<file path="config.mk">
export PLATFORM = sky130hd
export DESIGN_NAME = alu_control_pipe
export DESIGN_NICKNAME = d
export VERILOG_FILES = /design/src/rtl/alu_ctrl_pkg.sv /design/src/rtl/alu_ctrl_decode.sv /design/src/rtl/alu_control_pipe.sv
export SDC_FILE = /design/constraint.sdc
export NUM_CORES = 1
export LEC_CHECK = 0
export CORE_MARGIN = 2
export CORE_UTILIZATION = 52
export CTS_CLUSTER_DIAMETER = 30
export DETAILED_ROUTE_END_ITERATION = 10
export GPL_TIMING_DRIVEN = 0
export PLACE_DENSITY = 0.82
export SLEW_MARGIN = 20
export SYNTH_ARGS = -nofsm -noshare
export SYNTH_HDL_FRONTEND = slang
export SYNTH_SLANG_ARGS = --single-unit
export TNS_END_PERCENT = 100
</file>
<file path="constraint.sdc">
create_clock -name clk -period 4.5 [get_ports clk]
set_clock_uncertainty 0.15 [all_clocks]
set_input_delay 0.9 -clock clk [delete_from_list [all_inputs] [get_ports clk]]
set_output_delay 0.9 -clock clk [all_outputs]
set_load 0.05 [all_outputs]
</file>
<file path="src/rtl/alu_ctrl_pkg.sv">
// Shared constants for the pipelined ALU-control stage: ALUOp, funct/opcode
// encodings, 4-bit ALU codes and the mult/div sequencer states.
package alu_ctrl_pkg;

    localparam logic [1:0] ALUOP_ADD   = 2'b00;
    localparam logic [1:0] ALUOP_SUB   = 2'b01;
    localparam logic [1:0] ALUOP_RTYPE = 2'b10;
    localparam logic [1:0] ALUOP_ITYPE = 2'b11;

    localparam logic [5:0] F_ADD  = 6'b100000;
    localparam logic [5:0] F_ADDU = 6'b100001;
    localparam logic [5:0] F_SUB  = 6'b100010;
    localparam logic [5:0] F_SUBU = 6'b100011;
    localparam logic [5:0] F_AND  = 6'b100100;
    localparam logic [5:0] F_OR   = 6'b100101;
    localparam logic [5:0] F_XOR  = 6'b100110;
    localparam logic [5:0] F_NOR  = 6'b100111;
    localparam logic [5:0] F_SLT  = 6'b101010;
    localparam logic [5:0] F_SLTU = 6'b101011;
    localparam logic [5:0] F_SLL  = 6'b000000;
    localparam logic [5:0] F_SRL  = 6'b000010;
    localparam logic [5:0] F_SRA  = 6'b000011;
    localparam logic [5:0] F_MULT = 6'b011000;
    localparam logic [5:0] F_DIV  = 6'b011010;

    localparam logic [5:0] OP_ADDI  = 6'b001000;
    localparam logic [5:0] OP_ADDIU = 6'b001001;
    localparam logic [5:0] OP_ANDI  = 6'b001100;
    localparam logic [5:0] OP_ORI   = 6'b001101;
    localparam logic [5:0] OP_XORI  = 6'b001110;
    localparam logic [5:0] OP_SLTI  = 6'b001010;
    localparam logic [5:0] OP_SLTIU = 6'b001011;
    localparam logic [5:0] OP_LUI   = 6'b001111;

    localparam logic [3:0] ALU_AND  = 4'b0000;
    localparam logic [3:0] ALU_OR   = 4'b0001;
    localparam logic [3:0] ALU_ADD  = 4'b0010;
    localparam logic [3:0] ALU_XOR  = 4'b0011;
    localparam logic [3:0] ALU_SUB  = 4'b0110;
    localparam logic [3:0] ALU_SLT  = 4'b0111;
    localparam logic [3:0] ALU_SLTU = 4'b1000;
    localparam logic [3:0] ALU_SLL  = 4'b1001;
    localparam logic [3:0] ALU_SRL  = 4'b1010;
    localparam logic [3:0] ALU_SRA  = 4'b1011;
    localparam logic [3:0] ALU_NOR  = 4'b1100;
    localparam logic [3:0] ALU_MULT = 4'b1101;
    localparam logic [3:0] ALU_DIV  = 4'b1110;
    localparam logic [3:0] ALU_LUI  = 4'b1111;

    typedef enum logic [0:0] {
        IDLE   = 1'b0,
        MULDIV = 1'b1
    } state_e;

endpackage

</file>
<file path="src/rtl/alu_ctrl_decode.sv">
// Combinational ALU-control decode: ALUOp plus funct (R-type) or opcode
// (I-type) into a 4-bit ALU code, an illegal flag and a mult/div marker.
module alu_ctrl_decode
    import alu_ctrl_pkg::*;
(
    input  logic [1:0] alu_op,
    input  logic [5:0] funct,
    input  logic [5:0] opcode,
    output logic [3:0] code,
    output logic       illegal,
    output logic       is_muldiv
);

    always_comb begin
        code      = ALU_ADD;
        illegal   = 1'b0;
        is_muldiv = 1'b0;
        unique case (alu_op)
            ALUOP_ADD: code = ALU_ADD;
            ALUOP_SUB: code = ALU_SUB;
            ALUOP_RTYPE: begin
                case (funct)
                    F_ADD, F_ADDU: code = ALU_ADD;
                    F_SUB, F_SUBU: code = ALU_SUB;
                    F_AND:         code = ALU_AND;
                    F_OR:          code = ALU_OR;
                    F_XOR:         code = ALU_XOR;
                    F_NOR:         code = ALU_NOR;
                    F_SLT:         code = ALU_SLT;
                    F_SLTU:        code = ALU_SLTU;
                    F_SLL:         code = ALU_SLL;
                    F_SRL:         code = ALU_SRL;
                    F_SRA:         code = ALU_SRA;
                    F_MULT: begin
                        code      = ALU_MULT;
                        is_muldiv = 1'b1;
                    end
                    F_DIV: begin
                        code      = ALU_DIV;
                        is_muldiv = 1'b1;
                    end
                    default:       illegal = 1'b1;
                endcase
            end
            ALUOP_ITYPE: begin
                case (opcode)
                    OP_ADDI, OP_ADDIU: code = ALU_ADD;
                    OP_ANDI:           code = ALU_AND;
                    OP_ORI:            code = ALU_OR;
                    OP_XORI:           code = ALU_XOR;
                    OP_SLTI:           code = ALU_SLT;
                    OP_SLTIU:          code = ALU_SLTU;
                    OP_LUI:            code = ALU_LUI;
                    default:           illegal = 1'b1;
                endcase
            end
            default: code = ALU_ADD;
        endcase
    end

endmodule

</file>
<file path="src/rtl/alu_control_pipe.sv">
// Registered ALU-control stage at the ID/EX boundary with valid/ready,
// stall, flush and a busy counter sequencing multi-cycle mult/div.
module alu_control_pipe
    import alu_ctrl_pkg::*;
#(
    parameter int CTRL_W        = 4,
    parameter int MULDIV_CYCLES = 32
) (
    input  logic              clk,
    input  logic              rst_n,
    input  logic              in_valid,
    output logic              in_ready,
    input  logic [1:0]        alu_op,
    input  logic [5:0]        funct,
    input  logic [5:0]        opcode,
    input  logic              stall_in,
    input  logic              flush,
    output logic              out_valid,
    output logic [CTRL_W-1:0] alu_ctl,
    output logic              illegal,
    output logic              muldiv_start,
    output logic              muldiv_done,
    output logic              muldiv_busy
);

    localparam int CNT_W = $clog2(MULDIV_CYCLES);

    logic [3:0]        w_code;
    logic              w_illegal;
    logic              w_is_muldiv;
    logic              w_accept;

    state_e            r_state;
    logic [CNT_W-1:0]  r_cnt;
    logic              r_out_valid;
    logic [CTRL_W-1:0] r_alu_ctl;
    logic              r_illegal;
    logic              r_start;
    logic              r_done;

    alu_ctrl_decode u_decode (
        .alu_op    (alu_op),
        .funct     (funct),
        .opcode    (opcode),
        .code      (w_code),
        .illegal   (w_illegal),
        .is_muldiv (w_is_muldiv)
    );

    assign in_ready = (r_state == IDLE) && !stall_in && !flush;
    assign w_accept = in_valid && in_ready;

    // done is registered off counter==1 so it lands on the last busy cycle
    // (counter==0); the FSM leaves MULDIV on the edge that ends that cycle.
    always_ff @(posedge clk or negedge rst_n) begin
        if (!rst_n) begin
            r_state     <= IDLE;
            r_cnt       <= '0;
            r_out_valid <= 1'b0;
            r_alu_ctl   <= '0;
            r_illegal   <= 1'b0;
            r_start     <= 1'b0;
            r_done      <= 1'b0;
        end else if (flush) begin
            r_state     <= IDLE;
            r_cnt       <= '0;
            r_out_valid <= 1'b0;
            r_illegal   <= 1'b0;
            r_start     <= 1'b0;
            r_done      <= 1'b0;
        end else begin
            r_start <= w_accept && w_is_muldiv;
            r_done  <= (r_state == MULDIV) && (r_cnt == CNT_W'(1));

            if (r_state == IDLE) begin
                if (w_accept && w_is_muldiv) begin
                    r_state <= MULDIV;
                    r_cnt   <= CNT_W'(MULDIV_CYCLES - 1);
                end
            end else if (r_cnt == '0) begin
                r_state <= IDLE;
            end else begin
                r_cnt <= r_cnt - CNT_W'(1);
            end

            if (!stall_in) begin
                if (w_accept) begin
                    r_out_valid <= 1'b1;
                    r_alu_ctl   <= CTRL_W'(w_code);
                    r_illegal   <= w_illegal;
                end else begin
                    r_out_valid <= 1'b0;
                end
            end
        end
    end

    assign out_valid    = r_out_valid;
    assign alu_ctl      = r_alu_ctl;
    assign illegal      = r_illegal;
    assign muldiv_start = r_start;
    assign muldiv_done  = r_done;
    assign muldiv_busy  = (r_state == MULDIV);

endmodule

</file>
==> results.toml <==
[status]
status = "completed"

[timing]
fin_crit_ps = 3480
rsz0062_at_grt = "no"
tightest_slew_ps = 587
drv_slew = 0
tns_ps = 0
hold_viol_final = 0
hold_slack_ps = 349
finalCritPeriodShare = 0.772
finalSetupViolCount = 0
fmax_mhz = 288
max_slew_margin = 0.607

[min_path]
min_from = "r_cnt[4]"
min_path_type = "reg -> reg"

[synthesis]
synth_top_area_cell = "dfrtp_1"
synth_area_per_cell_um2 = 9.26
syn-num-nets = 141
synth_top_area_frac = 0.318
synth_edf_count = 0
yosysUniqueCellTypes = 46
async_flop_share = 1.00
synthCells = 119
syn_area_um2 = 1100
synth_ff_type = "dfrtp_1"
synth_area_leaders = "dfrtp_1 (32%), clkbuf_8 (6.2%), a21oi_1 (3.6%)"
ys_warn_count = 0
ys_seq_elements = 14
yosysSeqAreaShare = 0.318

[global_routing]
grt_pass1_vias = 894
grt_antenna_before_repair = 0
grt_util_all_layers = 0.204
overflow = 0
grt_max_degree = 15
grt_first_pass_wirelength_um = 4030

[floorplan]
io_pins = 29
num_rows = 16
dieArea_um2 = 2500
dieWidth_um = 50.0
start_util = 0.556
dieHeight_um = 50.0
core_um2 = 1980

[routing]
vias_per_cell = 5.74
first_iter_violations = 20
num_vias = 1005
drtPass1Iterations = 4
drc = 0
wire_per_inst_um = 13.2
routed_wl_um = 2310
ant_nets = 0

[finish]
fill_cells = 162
ff_latch_area_um2 = 350
multi_input_area_um2 = 644
final_common_cell = "clkdlybuf4s50_1"
final_cell_mix = "clkdlybuf4s50_1 (25), dfrtp_1 (14), nor3_1 (8), o21ai_0 (8), a21oi_1 (8)"
nNetsFinal = 171
n_antenna_cell = 0
synthToLayoutAreaGrowth_pct = 29.1
final_cells = 175
layout-drive-gt1-share = 0.155

[clocking]
htree_levels = 1
root_buffer = "clkbuf_4"
postCtsHoldBufs = 0
clk_pin_slew_worst_paths_ps = 90
cts_tree = "yes"
cts_sinks = 14
clk_latency_ps = 270
postCtsSetupBuffers = 0
cts_resized = 0
clockBufferDepth = 2
cts_made_buffers = 3

[power_and_ir_drop]
clkPwrFrac = 0.294
internal-power_mw = 0.217
p_per_area_nw_per_um2 = 213
p_switching_mw = 0.0859
p_leak_nw = 0.561
p_seq_frac = 0.432
combPwrFrac = 0.274
peakVddDrop_mv = 0.117
total_power_mw = 0.303
sw_frac_of_total = 0.284

[critical_path]
startpoint_type = "input pin"
critical_path_class = "in -> out"
startpoint = "stall_in"
end_kind = "output pin"
required_ps = 3450
timing.rr.start = "muldiv_busy"
arrival_ps = 2430
crit_fanout = 3

[place]
dp_hpwl_um = 1830
io_buffers = 25
dp_cells = 171
gp_congestion = 0.803

[run]
max-cap-violations = 0
-- state kept, by name, summed over array words and instances (netlist names) --
signal        cells
r_cnt             5
alu_ctl           4
illegal           1
muldiv_busy       1
muldiv_done       1
muldiv_start      1
out_valid         1
-- cell usage after synthesis (all sizes together) (2+ instances only) --
| master | number |
|---|---|
| o21ai | 8 |
| nor2 | 5 |
| nor3 | 9 |
| dfrtp | 14 |
| nand4 | 2 |
| inv | 5 |
| clkbuf | 6 |
| nand3 | 6 |
| or3 | 3 |
| nand3b | 2 |
| nor3b | 3 |
| a21oi | 8 |
| a211oi | 2 |
| xnor2 | 2 |
| ha | 3 |
| a221o | 3 |
| xor2 | 2 |
| nand2 | 7 |
| mux2i | 2 |
| nand2b | 4 |
| a31oi | 3 |
-- final timing paths --
| path | depth (start not counted) | slack, ps | endpoint |
|---|---|---|---|
| max | 3 | 1020 | in_ready |
| min | 1 | 350 | muldiv_done |
| max reg2reg | 7 | 2610 | r_cnt[0] |
| min reg2reg | 1 | 350 | muldiv_done |
| max in group asynchronous | 1 | 2970 | r_cnt[1] |
| min in group asynchronous | 1 | 840 | alu_ctl[1] |
-- power groups by stage --
stage / Combinational, mW / Sequential [mW] / Clock (mW)
2_1_floorplan: 0.0387 / 0.144 / 0
3_3_place_gp: 0.0811 / 0.133 / 0
3_5_place_dp: 0.0828 / 0.133 / 0
4_1_cts: 0.0831 / 0.131 / 0.0902
5_1_grt: 0.0890 / 0.131 / 0.0978
6_report: 0.0830 / 0.131 / 0.0889
-- critical path: stages --
cell,delay (ps)
clkdlybuf4s50_1,460
nor3_4,220
clkdlybuf4s50_1,850
-- layout make-up --
| type | instances | share of cell area |
|---|---|---|
| inverters | 6 | 0.0167 |
| plain buffers | 7 | 0.0589 |
| well taps | 27 | 0.0237 |
| clock buffers | 4 | 0.0255 |
| repair buffers | 25 | 0.176 |
| multi-input cells | 92 | 0.453 |
| flip-flops and latches | 14 | 0.246 |
-- metal layers --
| layer | routed length [um] | GRT usage | part of all wire |
|---|---|---|---|
| met3 | 89 | 0.0152 | 0.039 |
| met5 | 0 | 0 | 0 |
| met2 | 1100 | 0.316 | 0.48 |
| met4 | 27 | 0.0833 | 0.012 |
| met1 | 1090 | 0.291 | 0.47 |
-- cells by family after synthesis --
kind of cell,Yosys count,synth area share
compound gates,32,0.193
xor+xnor,4,0.0318
fa+ha+maj,3,0.0341
buf+inv,13,0.0976
flops,14,0.318
mux,3,0.0284
simple gates,50,0.297
-- per-stage QoR --
stage | util | setup WS, ps | area, um^2
floorplan | - | 1840 | 1100
global route | 0.718 | 984 | 1420
global placement | 0.699 | 1050 | 1390
detailed placement | 0.699 | 1020 | 1390
finish | 0.718 | 1020 | 1420
CTS | 0.718 | 1010 | 1420
Power figures use the tool's default switching activity.
